`config.mk`:
```
export PLATFORM = sky130hd
export DESIGN_NAME = opt_decryptor_flat
export DESIGN_NICKNAME = d
export VERILOG_FILES = /design/src/rtl/opt_decryptor_if.sv /design/src/rtl/opt_decryptor.sv /design/src/flat_wrapper.sv
export SDC_FILE = /design/constraint.sdc
export NUM_CORES = 1
export LEC_CHECK = 0
export BUFFER_PORTS_ARGS = -buffer_cell sky130_fd_sc_hd__buf_4
export CAP_MARGIN = 20
export CORE_MARGIN = 2
export CORE_UTILIZATION = 57
export DETAILED_ROUTE_END_ITERATION = 7
export HOLD_SLACK_MARGIN = 0.03
export PLACE_DENSITY = 0.86
export REMOVE_ABC_BUFFERS = 1
export SLEW_MARGIN = 20
export SYNTH_ARGS = -nofsm -noshare
export SYNTH_HDL_FRONTEND = slang
export SYNTH_SLANG_ARGS = --single-unit
```
`constraint.sdc`:
```
create_clock -name clk -period 3.7 [get_ports clk]
set_input_delay 0.185 -clock clk [delete_from_list [all_inputs] [get_ports clk]]
set_output_delay 0.185 -clock clk [all_outputs]
set_load 0.1 [all_outputs]
```
`src/rtl/opt_decryptor_if.sv`:
```
// rtl/opt_decryptor_if.sv - ciphertext-in / plaintext-out handshake bundle
interface opt_decryptor_if #(
   parameter int WIDTH = 8
);
   logic             in_valid;
   logic             in_ready;
   logic [WIDTH-1:0] in_data;
   logic             out_valid;
   logic             out_ready;
   logic [WIDTH-1:0] out_data;

   // Producer of ciphertext and consumer of plaintext.
   modport master (
      output in_valid, in_data, out_ready,
      input  in_ready, out_valid, out_data
   );

   // The decryptor itself.
   modport slave (
      input  in_valid, in_data, out_ready,
      output in_ready, out_valid, out_data
   );
endinterface

```
`src/rtl/opt_decryptor.sv`:
```
// rtl/opt_decryptor.sv - streaming byte decryptor with Johnson-counter keystream
module opt_decryptor #(
   parameter int               WIDTH   = 8,
   parameter logic [WIDTH-1:0] KS_SEED = '0,
   parameter int               COUNT_W = 16
) (
   input  logic               clk,
   input  logic               rst_n,
   input  logic               key_load,
   input  logic [WIDTH-1:0]   key_in,
   opt_decryptor_if.slave     bus,
   output logic               running,
   output logic [COUNT_W-1:0] byte_count
);
   typedef enum logic {IDLE, RUN} state_t;

   state_t             state_q, state_d;
   logic [WIDTH-1:0]   key_q, key_d;
   logic [WIDTH-1:0]   ks_q, ks_d;
   logic [COUNT_W-1:0] count_q, count_d;
   logic               out_valid_q, out_valid_d;
   logic [WIDTH-1:0]   out_data_q, out_data_d;
   logic               in_ready;
   logic               accept;
   logic [WIDTH-1:0]   diff;

   // Next-state logic: key load beats any incoming byte; the output register
   // refills on accept, empties on drain, and otherwise holds.
   always_comb begin
      in_ready    = (state_q == RUN) && !key_load && (!out_valid_q || bus.out_ready);
      accept      = bus.in_valid && in_ready;
      diff        = bus.in_data - ks_q;
      state_d     = state_q;
      key_d       = key_q;
      ks_d        = ks_q;
      count_d     = count_q;
      out_valid_d = out_valid_q;
      out_data_d  = out_data_q;
      if (key_load) begin
         key_d   = key_in;
         ks_d    = KS_SEED;
         count_d = '0;
         state_d = RUN;
      end
      if (accept) begin
         out_data_d  = diff ^ key_q;
         out_valid_d = 1'b1;
         ks_d        = {ks_q[WIDTH-2:0], ~ks_q[WIDTH-1]};
         count_d     = count_q + 1'b1;
      end else if (out_valid_q && bus.out_ready) begin
         out_valid_d = 1'b0;
      end
   end

   // State registers; reset discards any pending plaintext.
   always_ff @(posedge clk) begin
      if (rst_n) begin
         state_q     <= IDLE;
         key_q       <= '0;
         ks_q        <= KS_SEED;
         count_q     <= '0;
         out_valid_q <= 1'b0;
         out_data_q  <= '0;
      end else begin
         state_q     <= state_d;
         key_q       <= key_d;
         ks_q        <= ks_d;
         count_q     <= count_d;
         out_valid_q <= out_valid_d;
         out_data_q  <= out_data_d;
      end
   end

   assign bus.in_ready  = in_ready;
   assign bus.out_valid = out_valid_q;
   assign bus.out_data  = out_data_q;
   assign running       = (state_q == RUN);
   assign byte_count    = count_q;
endmodule

```
`src/flat_wrapper.sv`:
```
// flat-port wrapper written by rule: the top's interface ports become plain ports
module opt_decryptor_flat 
#(
   parameter int               WIDTH   = 8,
   parameter logic [WIDTH-1:0] KS_SEED = '0,
   parameter int               COUNT_W = 16
)
  (clk, rst_n, key_load, key_in, running, byte_count, bus_in_valid, bus_in_data, bus_out_ready, bus_in_ready, bus_out_valid, bus_out_data);
  opt_decryptor_if #(.WIDTH(WIDTH)) bus_i ();
  input  logic clk;
  input  logic rst_n;
  input  logic key_load;
  input  logic [WIDTH-1:0] key_in;
  output logic running;
  output logic [COUNT_W-1:0] byte_count;
  input wire logic [$bits(bus_i.in_valid)-1:0] bus_in_valid;
  input wire logic [$bits(bus_i.in_data)-1:0] bus_in_data;
  input wire logic [$bits(bus_i.out_ready)-1:0] bus_out_ready;
  output wire logic [$bits(bus_i.in_ready)-1:0] bus_in_ready;
  output wire logic [$bits(bus_i.out_valid)-1:0] bus_out_valid;
  output wire logic [$bits(bus_i.out_data)-1:0] bus_out_data;
  assign bus_i.in_valid = bus_in_valid;
  assign bus_i.in_data = bus_in_data;
  assign bus_i.out_ready = bus_out_ready;
  assign bus_in_ready = bus_i.in_ready;
  assign bus_out_valid = bus_i.out_valid;
  assign bus_out_data = bus_i.out_data;
  opt_decryptor #(.WIDTH(WIDTH), .KS_SEED(KS_SEED), .COUNT_W(COUNT_W)) u_core (.clk(clk), .rst_n(rst_n), .key_load(key_load), .key_in(key_in), .bus(bus_i), .running(running), .byte_count(byte_count));
endmodule
```
## After elaboration in Yosys (flattened, before gate mapping)

Cells that the tools add are included.

| operators by class | value |
|---|---|
| reductions and logical operators | 9 |
| bitwise logic cells | 2 |
| $add $sub $neg | 2 |
| mux-type cells | 6 |

Operators with widths:

| kind | number |
|---|---|
| $mux W16 | 2 |
| $add A16 B1 Y16 const B | 1 |
| $mux W8 | 2 |
| $sub A8 B8 Y8 | 1 |
| $xor A8 B8 Y8 | 1 |
| $logic_and A1 B1 Y1 | 4 |
| $reduce_bool A2 Y1 | 2 |
| $logic_not A1 Y1 | 2 |
| $mux W1 | 2 |
| $logic_or A1 B1 Y1 | 1 |
| $not A1 Y1 | 1 |

| storage, ports and cells | value |
|---|---|
| input port bits | 21 |
| word-level logic and storage cells | 25 |
| register bits after elaboration | 42 |
| output and inout bits | 27 |

## Longest topological paths before layout

| depth | value |
|---|---|
| word-level depth | 5 |
| depth in mapped cells | 9 |
| depth with buffers taken out | 9 |

## Worst setup path before layout

OpenSTA, ideal clock, no wires.

| path | value |
|---|---|
| path type | register -> output |
| from | register u_core.state_q (netlist: u_core.running) |
| to | output port bus_in_ready |
| path slack | 1.099 ns |
| arrival | 2.416 ns |
| data required time | 3.515 ns |
| cell stages (with the launch flop) | 3 |
| path buffers | 0 |
| path through | dfxtp_1 > nand2_1 > nor2_1 |

| between the ends | value |
|---|---|
| cells in the longest elaborated chain, start to end | 2 |

RTL lines:

| element | line | RTL |
|---|---|---|
| from (decl) | opt_decryptor.sv:17 | `state_t state_q, state_d;` |
| from (signal assigned) | opt_decryptor.sv:65 | `state_q <= state_d;` |
| $logic_and A1 B1 Y1 (2 in series) | opt_decryptor.sv:30 | `in_ready = (state_q == RUN) && !key_load && (!out_valid_q \|\| bus.out_ready);` |
| to (decl) | flat_wrapper.sv:19 | `output wire logic [$bits(bus_i.in_ready)-1:0] bus_in_ready;` |

No other way between the ends.

## Worst setup path after layout

| path | value |
|---|---|
| from | register u_core.ks_q[0] |
| to | register u_core.out_data_q[6] (netlist: u_core.bus.out_data[6]) |

| between the ends | value |
|---|---|
| cells in the longest elaborated chain, start to end | 2 |

RTL lines:

| element | line | RTL |
|---|---|---|
| from (decl) | opt_decryptor.sv:19 | `logic [WIDTH-1:0] ks_q, ks_d;` |
| from (signal assigned) | opt_decryptor.sv:67 | `ks_q <= ks_d;` |
| $sub A8 B8 Y8 | opt_decryptor.sv:32 | `diff = bus.in_data - ks_q;` |
| $xor A8 B8 Y8 | opt_decryptor.sv:46 | `out_data_d = diff ^ key_q;` |
| to (signal assigned) | opt_decryptor.sv:70 | `out_data_q <= out_data_d;` |
| to (decl) | opt_decryptor.sv:22 | `logic [WIDTH-1:0] out_data_q, out_data_d;` |

No other way between the ends.
A chain may end at the register's enable or synchronous reset.

==> reports/results.tsv <==
metric	value	unit
cts_sinks	42	
dp_worst_setup_slack	1.887	ns
clk_pin_slew	0.13	ns
setup_ws	1.849	ns
hold_viol_final	0	
antennaDiodeCount	0	
grt_first_pass_wirelength	7107	um
grt_usage	22.40	%
setup_tns	0	ns
crit_fanout	3	
tightest_slew	0.6299	ns
synth_area_leaders	dfxtp_1 (41%), xnor2_1 (9.5%), nor2_1 (7.2%)	
max_slew_margin	57.98	%
cp.required	3.97	ns
pwr-share-comb	14.7	%
maxCapViolCount	0	
synth.most_common_cell	dfxtp_1	
ios	48	
ant_nets	0	
yosysTopAreaCell	dfxtp_1	
outcome	completed	
gr-total-overflow	0	
ir_worst_vdd	0.0002598	V
crit_type	reg -> reg	
end_kind	flip-flop	
rsz0062_at_grt	false	
cts-resized-gates	0	
hp-class	in -> reg	
power_switching	247.5	uW
crit_path_max_incr_delay	0.41	ns
synth_cells	231	
grt_max_degree	25	
holdBufCountCts	0	
yosysSeqAreaShare	41.46	%
num_vias	1693	
p_int	727.4	uW
skew	0.01264	ns
post_synth.cell_area_avg	8.780	um2
fin_crit_sh	50.02	%
grt_antenna_before_repair	0	
synth_commonest_cells	dfxtp_1 (42), nor2_1 (39), nand2_1 (23)	
worstPathCellList	ha_1, inv_1, fa_1, a21oi_1, o21ai_0, a21oi_1, xnor2_1, a211oi_1	
total_power	975.0	uW
fp.dieH	63.65	um
worstSkewPairLatency	0.35	ns
synth_flop_cell	dfxtp_1	
yosys_register_bits	42	
grt_pass1_vias	1613	
core-area	3390	um2
cts_tree	yes	
yosys_warnings	0	
setup_viol	0	
finalMaxSlewViolations	0	
n_fill_cell	262	
synth-edff-count	0	
arrival	2.12	ns
dr.pass1.iters	4	
cts_inserted_buffers	5	
final_nets	305	
power_density	389.0	nW/um2
yosysTopAreaCellShare	41.46	%
gp_congestion	0.7815	
synth_cell_types	39	
drc	0	
max_freq	0.5404	GHz
final.min_clock_period	1.851	ns
fp.dieArea	4051	um2
via_per_inst	5.258	
wl_per_cell	12.70	um
p_sw_share	25.39	%
leakagePower	0.0009882	uW
cts_max_path_buffers	2	
area_growth	23.57	%
start_util	59.84	%
drtIter0Drc	103	
final_util	73.94	%
syn_area	2028	um2
cp_num_buf_inv	1	
drive_above_1_share	22.83	%
placementRows	21	
seq_power_share	48.3	%
htree_levels	2	
synth-async-reset-ratio	0	%
p_clk_share	37.0	%
cpMaxStageDelayCell	fa_1	
post_cts_buffers	0	
hpwl	3023	um
cp_common_cell	a21oi_1	
die_w	63.65	um
totalWireLength	4088	um
critPathLaunchType	flip-flop	
cp_top_family	compound AO/OA/AOI/OAI gates	
clockRootBuffer	clkbuf_4	
portBuffers	47	
## per-stage QoR
stage / std cells / area, um2 / hold slack [ns]
3_3_place_gp: 314 / 2400 / 0.4228
2_1_floorplan: 221 / 1989 / 0.2541
5_1_grt: 322 / 2506 / 0.06390
4_1_cts: 322 / 2506 / 0.06231
6_report: 322 / 2506 / 0.07011
3_5_place_dp: 314 / 2400 / 0.4256
## cell families after synthesis
family,count (synthesis),synth area share (%)
buffers and inverters,22,4.133
and+or+nand+nor,91,22.39
DFF,42,41.46
AOI/OAI and AO/OA,29,8.699
muxes,12,6.169
adders and majority gates,9,5.923
xor gates and xnor gates,26,11.23
## layer usage
metal / track usage, % / share of wire, % / vias up
met1: 27.69 / 47 / 784
met4: 8.696 / 1.4 / 0
met5: 0 / 0 / -
met3: 4.643 / 4.4 / 7
li1: - / - / 867
met2: 38.03 / 47 / 35
## power by group through the flow
| stage | Clock [uW] | Sequential (uW) | Combinational (uW) |
|---|---|---|---|
| 3_5_place_dp | 0 | 481 | 144 |
| 2_1_floorplan | 0 | 517 | 62.4 |
| 5_1_grt | 387 | 473 | 155 |
| 6_report | 360 | 471 | 144 |
| 4_1_cts | 366 | 471 | 144 |
| 3_3_place_gp | 0 | 481 | 142 |
## flip-flops by register name (all words and copies together), names as in the netlist
signal / cells
u_core.byte_count: 16
u_core.bus.out_data: 8
u_core.key_q: 8
u_core.ks_q: 8
u_core.bus.out_valid: 1
u_core.running: 1
## final timing paths
path	start	end	slack (ns)	cells past startpoint
setup reg to reg	u_core.ks_q[0]	u_core.bus.out_data[6]	1.85	8
hold / removal	key_in[6]	u_core.key_q[6]	0.07	3
hold reg to reg	u_core.ks_q[4]	u_core.ks_q[5]	0.48	2
setup / recovery	u_core.ks_q[0]	u_core.bus.out_data[6]	1.85	8
## tightest hold or removal path, cell delays in order
cell     delay (ns)
buf_4          0.08
mux2i_1        0.05
nor2_1         0.07
## cell usage in the layout, fill, tap and decap left out, types with 7 or more instances in the layout
master    instances
a211oi_1          7
ha_1              8
dfxtp_1          42
a21oi_1          15
inv_1            12
mux2i_1          11
nor2_1           39
nand2_1          23
xnor2_1          22
buf_4            47
## cell type report
type	instances	area, um2	area share, %
clock inverter	3	68.82	2.746
multi-input combinational	167	1104	44.03
inverter	12	45.04	1.797
timing repair buffer	47	352.8	14.08
clock buffer	5	37.54	1.498
sequential	42	840.8	33.55
tap	46	57.56	2.297
Power figures use the tool's default switching activity.
